File: config.mk
export PLATFORM = sky130hd
export DESIGN_NAME = player_ctrl_flat
export DESIGN_NICKNAME = d
export VERILOG_FILES = /design/src/rtl/player_ctrl_if.sv /design/src/rtl/player_ctrl.sv /design/src/flat_wrapper.sv
export SDC_FILE = /design/constraint.sdc
export NUM_CORES = 1
export LEC_CHECK = 0
export BUFFER_PORTS_ARGS = -buffer_cell sky130_fd_sc_hd__buf_2
export CORE_MARGIN = 2
export CORE_UTILIZATION = 40
export CTS_BUF_LIST = sky130_fd_sc_hd__clkbuf_16
export DETAILED_ROUTE_END_ITERATION = 16
export PLACE_DENSITY_LB_ADDON = 0.25
export SLEW_MARGIN = 25
export SYNTH_ARGS = -nofsm -noshare
export SYNTH_HDL_FRONTEND = slang
export SYNTH_SLANG_ARGS = --single-unit
File: constraint.sdc
create_clock -name Clk -period 1.61 [get_ports Clk]
set_input_delay 0.161 -clock Clk [delete_from_list [all_inputs] [get_ports Clk]]
set_output_delay 0.161 -clock Clk [all_outputs]
set_load 0.01 [all_outputs]
File: src/rtl/player_ctrl_if.sv
// Signal bundle between the player controller, the input-sampling logic
// and the player/bullet datapaths.
interface player_ctrl_if;
    logic [3:0] Joystick_data;
    logic       Fire_btn;
    logic       Frame_tick;
    logic [9:0] Player_Col;
    logic       Bullet_ack;
    logic       Move_left;
    logic       Move_right;
    logic       Fire_req;
    logic [9:0] Fire_col;
    logic       Fire_ready;

    // Controller side: consumes inputs, issues move pulses and shot requests
    modport master (
        input  Joystick_data,
        input  Fire_btn,
        input  Frame_tick,
        input  Player_Col,
        input  Bullet_ack,
        output Move_left,
        output Move_right,
        output Fire_req,
        output Fire_col,
        output Fire_ready
    );

    // Surrounding logic side: drives inputs, observes controller outputs
    modport slave (
        output Joystick_data,
        output Fire_btn,
        output Frame_tick,
        output Player_Col,
        output Bullet_ack,
        input  Move_left,
        input  Move_right,
        input  Fire_req,
        input  Fire_col,
        input  Fire_ready
    );
endinterface

File: src/rtl/player_ctrl.sv
// Player-ship controller: frame-paced, bounds-checked move pulses plus a
// fire request/acknowledge handshake followed by a frame-counted cooldown.
module player_ctrl #(
    parameter int MOVE_DIV        = 2,
    parameter int COOLDOWN_FRAMES = 30,
    parameter int COL_MIN         = 0,
    parameter int COL_MAX         = 608,
    parameter int HALF_W          = 16
) (
    input  logic          Clk,
    input  logic          Reset,
    player_ctrl_if.master bus
);

    localparam int FRAME_W = (MOVE_DIV > 1) ? $clog2(MOVE_DIV) : 1;
    localparam int COOL_W  = (COOLDOWN_FRAMES > 1) ? $clog2(COOLDOWN_FRAMES) : 1;

    localparam logic [FRAME_W-1:0] FRAME_LAST = FRAME_W'(MOVE_DIV - 1);
    localparam logic [COOL_W-1:0]  COOL_LAST  = COOL_W'(COOLDOWN_FRAMES - 1);
    localparam logic [9:0]         COL_MIN_C  = 10'(COL_MIN);
    localparam logic [9:0]         COL_MAX_C  = 10'(COL_MAX);
    localparam logic [9:0]         HALF_W_C   = 10'(HALF_W);

    typedef enum logic [1:0] {
        DIR_NEUTRAL = 2'd0,
        DIR_LEFT    = 2'd1,
        DIR_RIGHT   = 2'd2
    } dir_e;

    typedef enum logic [1:0] {
        ST_READY = 2'd0,
        ST_REQ   = 2'd1,
        ST_COOL  = 2'd2
    } fire_state_e;

    function automatic dir_e decode_dir(input logic [3:0] code);
        if (code < 4'd4) begin
            return DIR_LEFT;
        end else if (code > 4'd6) begin
            return DIR_RIGHT;
        end else begin
            return DIR_NEUTRAL;
        end
    endfunction

    dir_e                dir_s;
    logic [FRAME_W-1:0]  frame_cnt_r;
    logic                move_left_r;
    logic                move_right_r;

    fire_state_e         state_r;
    logic [COOL_W-1:0]   cool_cnt_r;
    logic                fire_q_r;
    logic                fire_rise_r;
    logic                fire_req_r;
    logic [9:0]          fire_col_r;
    logic                fire_ready_r;

    assign dir_s = decode_dir(bus.Joystick_data);

    // Move scheduler: one bounds-checked step every MOVE_DIV frame ticks
    always_ff @(posedge Clk or posedge Reset) begin
        if (Reset) begin
            frame_cnt_r  <= {FRAME_W{1'b0}};
            move_left_r  <= 1'b0;
            move_right_r <= 1'b0;
        end else begin
            move_left_r  <= 1'b0;
            move_right_r <= 1'b0;
            if (bus.Frame_tick) begin
                if (frame_cnt_r == FRAME_LAST) begin
                    frame_cnt_r  <= {FRAME_W{1'b0}};
                    move_left_r  <= (dir_s == DIR_LEFT)  && (bus.Player_Col > COL_MIN_C);
                    move_right_r <= (dir_s == DIR_RIGHT) && (bus.Player_Col < COL_MAX_C);
                end else begin
                    frame_cnt_r <= frame_cnt_r + FRAME_W'(1);
                end
            end
        end
    end

    // Fire button edge detect; the rise is registered so the FSM acts one
    // cycle after the press has been captured in fire_q_r
    always_ff @(posedge Clk or posedge Reset) begin
        if (Reset) begin
            fire_q_r    <= 1'b0;
            fire_rise_r <= 1'b0;
        end else begin
            fire_q_r    <= bus.Fire_btn;
            fire_rise_r <= bus.Fire_btn & ~fire_q_r;
        end
    end

    // Fire FSM: READY -> REQ (hold until ack) -> COOL (count frames) -> READY
    always_ff @(posedge Clk or posedge Reset) begin
        if (Reset) begin
            state_r      <= ST_READY;
            cool_cnt_r   <= {COOL_W{1'b0}};
            fire_req_r   <= 1'b0;
            fire_col_r   <= 10'd0;
            fire_ready_r <= 1'b1;
        end else begin
            case (state_r)
                ST_READY: begin
                    if (fire_rise_r) begin
                        state_r      <= ST_REQ;
                        fire_req_r   <= 1'b1;
                        fire_col_r   <= bus.Player_Col + HALF_W_C;
                        fire_ready_r <= 1'b0;
                    end
                end
                ST_REQ: begin
                    // A frame tick arriving with the ack is deliberately not counted
                    if (bus.Bullet_ack) begin
                        state_r    <= ST_COOL;
                        fire_req_r <= 1'b0;
                        cool_cnt_r <= {COOL_W{1'b0}};
                    end
                end
                ST_COOL: begin
                    if (bus.Frame_tick) begin
                        if (cool_cnt_r == COOL_LAST) begin
                            state_r      <= ST_READY;
                            fire_ready_r <= 1'b1;
                            cool_cnt_r   <= {COOL_W{1'b0}};
                        end else begin
                            cool_cnt_r <= cool_cnt_r + COOL_W'(1);
                        end
                    end
                end
                default: begin
                    state_r      <= ST_READY;
                    cool_cnt_r   <= {COOL_W{1'b0}};
                    fire_req_r   <= 1'b0;
                    fire_ready_r <= 1'b1;
                end
            endcase
        end
    end

    assign bus.Move_left  = move_left_r;
    assign bus.Move_right = move_right_r;
    assign bus.Fire_req   = fire_req_r;
    assign bus.Fire_col   = fire_col_r;
    assign bus.Fire_ready = fire_ready_r;

endmodule

File: src/flat_wrapper.sv
// flat-port wrapper written by rule: the top's interface ports become plain ports
module player_ctrl_flat 
#(
    parameter int MOVE_DIV        = 2,
    parameter int COOLDOWN_FRAMES = 30,
    parameter int COL_MIN         = 0,
    parameter int COL_MAX         = 608,
    parameter int HALF_W          = 16
)
  (Clk, Reset, bus_Joystick_data, bus_Fire_btn, bus_Frame_tick, bus_Player_Col, bus_Bullet_ack, bus_Move_left, bus_Move_right, bus_Fire_req, bus_Fire_col, bus_Fire_ready);
  player_ctrl_if bus_i ();
  input  logic Clk;
  input  logic Reset;
  input wire logic [$bits(bus_i.Joystick_data)-1:0] bus_Joystick_data;
  input wire logic [$bits(bus_i.Fire_btn)-1:0] bus_Fire_btn;
  input wire logic [$bits(bus_i.Frame_tick)-1:0] bus_Frame_tick;
  input wire logic [$bits(bus_i.Player_Col)-1:0] bus_Player_Col;
  input wire logic [$bits(bus_i.Bullet_ack)-1:0] bus_Bullet_ack;
  output wire logic [$bits(bus_i.Move_left)-1:0] bus_Move_left;
  output wire logic [$bits(bus_i.Move_right)-1:0] bus_Move_right;
  output wire logic [$bits(bus_i.Fire_req)-1:0] bus_Fire_req;
  output wire logic [$bits(bus_i.Fire_col)-1:0] bus_Fire_col;
  output wire logic [$bits(bus_i.Fire_ready)-1:0] bus_Fire_ready;
  assign bus_i.Joystick_data = bus_Joystick_data;
  assign bus_i.Fire_btn = bus_Fire_btn;
  assign bus_i.Frame_tick = bus_Frame_tick;
  assign bus_i.Player_Col = bus_Player_Col;
  assign bus_i.Bullet_ack = bus_Bullet_ack;
  assign bus_Move_left = bus_i.Move_left;
  assign bus_Move_right = bus_i.Move_right;
  assign bus_Fire_req = bus_i.Fire_req;
  assign bus_Fire_col = bus_i.Fire_col;
  assign bus_Fire_ready = bus_i.Fire_ready;
  player_ctrl #(.MOVE_DIV(MOVE_DIV), .COOLDOWN_FRAMES(COOLDOWN_FRAMES), .COL_MIN(COL_MIN), .COL_MAX(COL_MAX), .HALF_W(HALF_W)) u_core (.Clk(Clk), .Reset(Reset), .bus(bus_i));
endmodule
== Word-level counts from Yosys, hierarchy flattened ==
Index checks and enable logic that the tools add are counted.

* Flip-flop bits (word level): 24
* Bits in latches: 0
* RAM bits: 0
* Bits in read-only memories: 0
* Output and inout bits: 14
* Logic and storage cells: 62
* Memories kept: 0

* $add $sub $neg: 3
* Multipliers: 0
* Divide/modulo/power cells: 0
* $lt $le $gt $ge: 4
* Equality and inequality tests: 9
* Shift-type cells: 0
* Muxes and demuxes: 23
* Bitwise operators: 5
* Reductions and logical operators: 8

{| class="wikitable"
|+ Operators by type and width
! cell !! count
|-
| $mux 5 || 3
|-
| $pmux 5 s3 || 1
|-
| $mux 2 || 6
|-
| $add 10x5->10 const B || 1
|-
| $gt 10x1->1 const B || 1
|-
| $lt 10x10->1 const B || 1
|-
| $mux 1 || 10
|-
| $reduce_and 4->1 || 2
|-
| $pmux 1 s3 || 2
|-
| $pmux 2 s3 || 1
|-
| $reduce_and 3->1 || 2
|-
| $add 5x1->5 const B || 1
|-
| $eq 5x5->1 const B || 1
|-
| $eq 2x1->1 const B || 2
|-
| $eq 2x2->1 const B || 2
|-
| $gt 4x3->1 const B || 1
|-
| $lt 4x3->1 const B || 1
|-
| $ne 2x1->1 const B || 2
|-
| $ne 2x2->1 const B || 2
|-
| $not 1->1 || 4
|-
| $logic_and 1x1->1 || 2
|-
| $logic_not 2->1 || 1
|-
| $reduce_and 2->1 || 1
|-
| $add 1x1->1 const B || 1
|-
| $and 1x1->1 || 1
|}

== Logic depth before layout (Yosys ltp) ==
Gate-level depths: netlist (run 1).

* Depth in word-level cells: 7
* Mapped depth: 5
* Depth with buffers taken out: 5

== Worst setup path after synthesis (run 1) ==
OpenSTA, ideal clock, no wires.

* Path type: register to register
* From: reg u_core.cool_cnt_r[1]
* To: reg u_core.state_r[1]
* Arrival: 1.179 ns
* Setup slack: 0.310 ns
* Stages on the path, launching flop included: 6
* Path buffers: 0
* Period minus slack after synthesis: 1.300 ns
* Cells stage by stage: dfrtp_1 > inv_1 > ha_1 > nand4_2 > or2_1 > a22o_1

* Word-level cells in the longest chain between the ends: 3

{| class="wikitable"
|+ RTL lines
! element !! RTL line !! text
|-
| start: declaration || player_ctrl.sv:52 || <nowiki>logic [COOL_W-1:0] cool_cnt_r;</nowiki>
|-
| start signal: assignment || player_ctrl.sv:98 || <nowiki>cool_cnt_r <= {COOL_W{1'b0}};</nowiki>
|-
| start signal: assignment || player_ctrl.sv:117 || <nowiki>cool_cnt_r <= {COOL_W{1'b0}};</nowiki>
|-
| start signal: assignment || player_ctrl.sv:125 || <nowiki>cool_cnt_r <= {COOL_W{1'b0}};</nowiki>
|-
| $eq 5x5->1 || player_ctrl.sv:122 || <nowiki>if (cool_cnt_r == COOL_LAST) begin</nowiki>
|-
| $ne 2x1->1 (no line) || - ||
|-
| $reduce_and 4->1 (no line) || - ||
|-
| end signal: assignment || player_ctrl.sv:115 || <nowiki>state_r <= ST_COOL;</nowiki>
|-
| end signal: assignment || player_ctrl.sv:123 || <nowiki>state_r <= ST_READY;</nowiki>
|-
| end signal: assignment || player_ctrl.sv:132 || <nowiki>state_r <= ST_READY;</nowiki>
|-
| end: declaration || player_ctrl.sv:51 || <nowiki>fire_state_e state_r;</nowiki>
|}

No other way between the ends.
A chain may end at the register's enable or synchronous reset.

== Final worst setup path (run 1) ==
Same ends and word-level chain as after synthesis.

==> results of run 1 <==
-- stage by stage --
step / instances / total power, µW / util / setup slack, ns / area, µm²
3_3_place_gp: 179 / 1700 / 0.484 / 0.281 / 1330
5_1_grt: 184 / 2400 / 0.516 / 0.129 / 1420
4_1_cts: 184 / 2270 / 0.516 / 0.220 / 1420
2_1_floorplan: 118 / 1490 / - / 0.310 / 1150
3_5_place_dp: 179 / 1730 / 0.484 / 0.230 / 1330
6_report: 184 / 2240 / 0.516 / 0.214 / 1420
-- report_power, final --
part / switching, µW / internal [µW]
sequential: 178 / 835
combinational: 392 / 306
clock: 202 / 332
total: 773 / 1470
-- cell families (layout without fill, tap and decap cells) --
kind of cell | Yosys count | count (layout) | synth area share
AOI/OAI and AO/OA | 25 | 25 | 0.132
xor gates and xnor gates | 4 | 4 | 0.0303
adders and majority gates | 4 | 4 | 0.0433
buffers and inverters | 11 | 46 | 0.0498
DFF | 24 | 24 | 0.521
and+or+nand+nor | 50 | 50 | 0.223
-- cell type report --
cell class,count,area [µm²],area share
Tap cell,31,38.8,0.0273
Multi-Input combinational cell,83,495,0.348
Sequential cell,24,602,0.423
Timing Repair Buffer,34,178,0.125
Clock inverter,1,3.75,0.00264
Clock buffer,3,75.1,0.0528
Inverter,8,30.0,0.0211
-- routing by layer --
metal | global-route usage | share of wire | up-vias
li1 | - | - | 477
met1 | 0.178 | 0.41 | 448
met2 | 0.255 | 0.47 | 35
met3 | 0.0335 | 0.081 | 9
met4 | 0.0930 | 0.036 | 0
met5 | 0 | 0 | -
-- worst reg2reg max path, delay by kind of cell (launching register included) --
kind / cells / cell delay, ns
adder cells (fa/ha/maj): 1 / 0.15
AO/OA/AOI/OAI: 1 / 0.23
buffers and inverters: 1 / 0.06
flip-flops: 1 / 0.40
AND/OR/NAND/NOR: 2 / 0.44
-- what timing repair did --
action                    CTS  global route
hold buffers                1             0
hold endpoints to repair   23             0
resized for setup           0             0
-- cell usage after synthesis, types with 2 or more instances --
master	instances
buf_6	2
xor2_1	3
nand4_1	2
nand2b_1	2
o21ai_0	8
nor2_1	6
ha_1	4
nand3_1	5
o21ai_1	3
a31oi_1	2
dfrtp_1	23
o22ai_1	2
nor2b_1	2
inv_1	8
a311oi_1	2
a211oi_1	2
a21oi_1	3
nand2_1	23
-- how the worst max path moves through the flow --
stage | slack [ns] | cells after the start | to | from
2_1_floorplan | 0.31 | 5 | u_core.state_r[1]$_DFFE_PP0P_ | u_core.cool_cnt_r[1]$_DFFE_PP0P_
3_3_place_gp | 0.28 | 5 | u_core.state_r[1]$_DFFE_PP0P_ | u_core.cool_cnt_r[1]$_DFFE_PP0P_
3_5_place_dp | 0.23 | 5 | u_core.state_r[1]$_DFFE_PP0P_ | u_core.cool_cnt_r[1]$_DFFE_PP0P_
4_1_cts | 0.22 | 5 | u_core.state_r[1]$_DFFE_PP0P_ | u_core.cool_cnt_r[1]$_DFFE_PP0P_
5_1_grt | 0.13 | 5 | u_core.state_r[1]$_DFFE_PP0P_ | u_core.cool_cnt_r[1]$_DFFE_PP0P_
6_report | 0.21 | 5 | u_core.state_r[1]$_DFFE_PP0P_ | u_core.cool_cnt_r[1]$_DFFE_PP0P_
==> results.yml, run 1 <==
outcome:
  status: "complete, no violations"
route:
  dr_total_vias: 969
  ant_nets: 0
  detail_route.first_pass.iterations: 4
  drt-total-wl_um: 2300
  via_per_inst: 5.27
  drc: 0
  drtIter0Drc: 22
  wl_per_cell_um: 12.5
timing:
  final.setup.tns_ns: 0
  slew_headroom: 0.710
  fin_crit_sh: 0.867
  post-route-min-period_ns: 1.40
  finalSetupViolCount: 0
  max_freq_ghz: 0.716
  skew_ns: 0.00261
  rsz0062_at_grt: "false"
  slew_violations: 0
  tightest_slew_ns: 0.433
  hold_viol_final: 0
  holdWs_ns: 0.0193
synth:
  synth.net_count: 141
  ys.flop_type: "dfrtp_1"
  synth_top_area_share: 0.498
  synthCells: 118
  synth_seq_cells: 24
  yosysSeqAreaShare: 0.521
  yosysWarnings: 0
  synth_area_leaders: "dfrtp_1 50%, nand2_1 7.5%, ha_1 4.3%, o21ai_0 3.5%, inv_1 2.6%"
  netlist-cell-type-count: 34
  netlist_area_um2: 1150
  synth_edf_count: 0
  synth_top_area_cell: "dfrtp_1"
  postSynthAreaPerCell_um2: 9.79
  ys_async_sr_fraction: 1.00
hold_path:
  whs_path_depth: 1
  hold_end: "u_core.fire_q_r$_DFF_PP0_"
  hold_path_class: "in2reg"
  hp-start: "bus_Fire_btn"
setup_path:
  cp_cell_sequence: "inv_1, ha_1, nand4_2, or2_1, a22o_1"
  reg2reg_slack_ns: 0.21
  crit_slowest_cell: "dfrtp_1"
  reg2reg_from: "u_core.cool_cnt_r[1]$_DFFE_PP0P_"
  r2r_cells: 5
  reg2reg_to: "u_core.state_r[1]$_DFFE_PP0P_"
  critPathRequiredTime_ns: 1.75
  critical_path_class: "reg2reg"
  start_kind: "flip-flop"
  crit_family: "simple AND/OR/NAND/NOR gates"
  critPathCaptureType: "flip-flop"
  crit_buf_inv: 1
  worstPathArrival_ns: 1.54
  cpPeakStageDelay_ns: 0.40
  crit_fanout: 6
final_layout:
  final_nets: 177
  drive_gt1_frac: 0.275
  diodes: 0
  area_growth_pct: 23.2
  fillCellCount: 269
  largest_register_ffs: 10
  final_common_cell: "buf_2"
  layout_common_cells: "32 x buf_2, 23 x nand2_1, 23 x dfrtp_1, 8 x o21ai_0, 8 x inv_1"
floorplan:
  die-height_um: 57.7
  initial_core_util: 0.419
  num_rows: 19
  coreArea_um2: 2760
  ios: 33
  die_w_um: 57.7
  die-area_um2: 3330
power_and_ir_drop:
  p_leak_uw: 0.000696
  ir_drop_mv: 0.846
  pwr_density_cell_nw_per_um2: 1580
grt:
  antenna_found_initial: 0
  grt_pass1_vias: 975
  grt_max_degree: 25
  overflow: 0
  grt_pass1_wl_um: 3910
  grt_use_total: 0.153
placed_design:
  dpl.hpwl_um: 1740
  place.gp.congestion: 0.833
  port_buffers: 32
clock_tree:
  cts_made_buffers: 3
  ctsLongestPathBuffers: 2
  postCtsSetupBuffers: 0
  clockRootBuffer: "clkbuf_16"
  path_clk_slew_ns: 0.06
  htreeDepth: 1
  clock_sinks: 24
  clock_latency_ns: 0.26
  cts_tree: "done"
flow_run:
  drv_cap: 0
No activity file was read; power rests on OpenSTA's default activity.
==> run 2: changes to the inputs <==
--- a/config.mk
+++ b/config.mk
@@ -11,6 +11,7 @@
 export CTS_BUF_LIST = sky130_fd_sc_hd__clkbuf_16
 export DETAILED_ROUTE_END_ITERATION = 16
 export PLACE_DENSITY_LB_ADDON = 0.25
+export RECOVER_POWER = 25
 export SLEW_MARGIN = 25
 export SYNTH_ARGS = -nofsm -noshare
 export SYNTH_HDL_FRONTEND = slang
==> run 2 against run 1 <==
  * Non-clock buffer count did not move
  * Critical endpoint unchanged
  * Cell area down 0.18%
  * First-iteration DRC count down 4.5%
  * Critical path depth is the same
  * Critical path type unchanged
  * Via count is the same
  * Combinational power about the same
  * Clock skew stayed put
  * Total power hardly changed
  * Sequential share of layout area grew 0.074 points
  * Sequential cell count unchanged
  * Register-to-register slack is essentially flat
  * Die area stayed put
==> results.yml, run 2 (same netlist as run 1, synthesis figures left out) <==
final_layout:
  area_growth_pct: 23.0
  instances_no_fill: 184
  final_common_cell: "buf_2"
  largest_register_ffs: 10
  diodes: 0
  layout_common_cells: "32 x buf_2, 23 x nand2_1, 23 x dfrtp_1, 8 x o21ai_0, 8 x inv_1"
  final_nets: 177
  drive_gt1_frac: 0.275
timing:
  finalSetupViolCount: 0
  fin_crit_sh: 0.867
  slew_headroom: 0.612
  tightest_slew_ns: 0.583
  max_freq_ghz: 0.716
  post-route-min-period_ns: 1.40
  hold_viol_final: 0
  skew_ns: 0.00261
  slew_violations: 0
  final.setup.tns_ns: 0
  rsz0062_at_grt: "false"
route:
  drc: 0
  wl_met3_um: 185
  routed.top_layer: "met4"
  wl_per_cell_um: 12.5
  wl_met1_um: 951
  drtIter0Drc: 21
  via_per_inst: 5.27
  detail_route.first_pass.iterations: 4
  ant_nets: 0
  drt-total-wl_um: 2300
  wl_met2_um: 1080
  dr_total_vias: 969
setup_path:
  worstPathArrival_ns: 1.54
  crit_fanout: 6
  critPathRequiredTime_ns: 1.75
  start_kind: "flip-flop"
  critPathCaptureType: "flip-flop"
  critical_path_class: "reg2reg"
power_and_ir_drop:
  combPwrFrac: 0.310
  p_leak_uw: 0.000695
  pwr-share-clk: 0.238
  seqPwrFrac: 0.451
  sw_frac_of_total: 0.344
  switching_power_uw: 773
  pwr_density_cell_nw_per_um2: 1580
  finalPower_uw: 2240
  power.internal_uw: 1470
  ir_drop_mv: 0.846
clock_tree:
  clock_sinks: 24
  cts_tree: "done"
  cts_made_buffers: 3
  postCtsSetupBuffers: 0
  ctsLongestPathBuffers: 2
  cts-resized-gates: 0
  path_clk_slew_ns: 0.06
  clockRootBuffer: "clkbuf_16"
  clock_latency_ns: 0.26
  holdBufCountCts: 1
  htreeDepth: 1
placed_design:
  dp_cells: 179
  port_buffers: 32
  dpl.hpwl_um: 1740
  place.gp.congestion: 0.833
floorplan:
  num_rows: 19
  coreArea_um2: 2760
  die-height_um: 57.7
  ios: 33
  initial_core_util: 0.419
  die_w_um: 57.7
  die-area_um2: 3330
hold_path:
  hold_path_class: "in2reg"
grt:
  grt_pass1_wl_um: 3910
  grt_use_total: 0.153
  antenna_found_initial: 0
  overflow: 0
  grt_max_degree: 25
  grt_pass1_vias: 975
flow_run:
  drv_cap: 0
outcome:
  status: "complete, no violations"
[run 2: final cells by class]
type	instances	area (µm²)
Clock buffer	3	75.1
Clock inverter	1	3.75
Fill cell	270	1340
Inverter	8	30.0
Multi-Input combinational cell	83	495
Sequential cell	24	602
Tap cell	31	38.8
Timing Repair Buffer	34	175
[run 2: path summary, 6_finish.rpt]
| path | start | endpoint | slack (ns) | depth (start not counted) |
|---|---|---|---|---|
| setup reg to reg | u_core.cool_cnt_r[1]$_DFFE_PP0P_ | u_core.state_r[1]$_DFFE_PP0P_ | 0.21 | 5 |
| setup / recovery | u_core.cool_cnt_r[1]$_DFFE_PP0P_ | u_core.state_r[1]$_DFFE_PP0P_ | 0.21 | 5 |
| max in group asynchronous | Reset | u_core.bus.Fire_req$_DFFE_PP0P_ | 0.63 | 4 |
| hold / removal | bus_Fire_btn | u_core.fire_q_r$_DFF_PP0_ | 0.02 | 1 |
| hold reg to reg | u_core.fire_q_r$_DFF_PP0_ | u_core.fire_rise_r$_DFF_PP0_ | 0.40 | 1 |
| min in group asynchronous | Reset | u_core.bus.Move_left$_DFF_PP0_ | 0.59 | 4 |
[run 2: stage by stage]
step,instance area (µm²),utilization,hold slack (ns),worst slack (ns)
floorplan,1150,-,0.175,0.310
global placement,1330,0.484,0.218,0.281
detailed placement,1330,0.484,0.234,0.230
CTS,1420,0.516,0.0157,0.220
global route,1420,0.515,0.0265,0.129
finish,1420,0.515,0.0193,0.214
[run 2: critical path, stage by stage, from the launching register on]
cell	delay [ns]
dfrtp_1	0.40
inv_1	0.06
ha_1	0.15
nand4_2	0.17
or2_1	0.27
a22o_1	0.23
[run 2: power by group through the flow]
stage          combinational [µW]  clock (µW)  sequential [µW]
2_1_floorplan                 443           0             1040
3_5_place_dp                  703           0             1020
4_1_cts                       708         550             1010
5_1_grt                       787         566             1050
6_report                      696         534             1010
3_3_place_gp                  682           0             1010
[run 2: layer usage]
metal	GRT usage	vias up
met5	0	-
met4	0.0930	0
met3	0.0335	9
met2	0.255	35
met1	0.178	448
li1	-	477
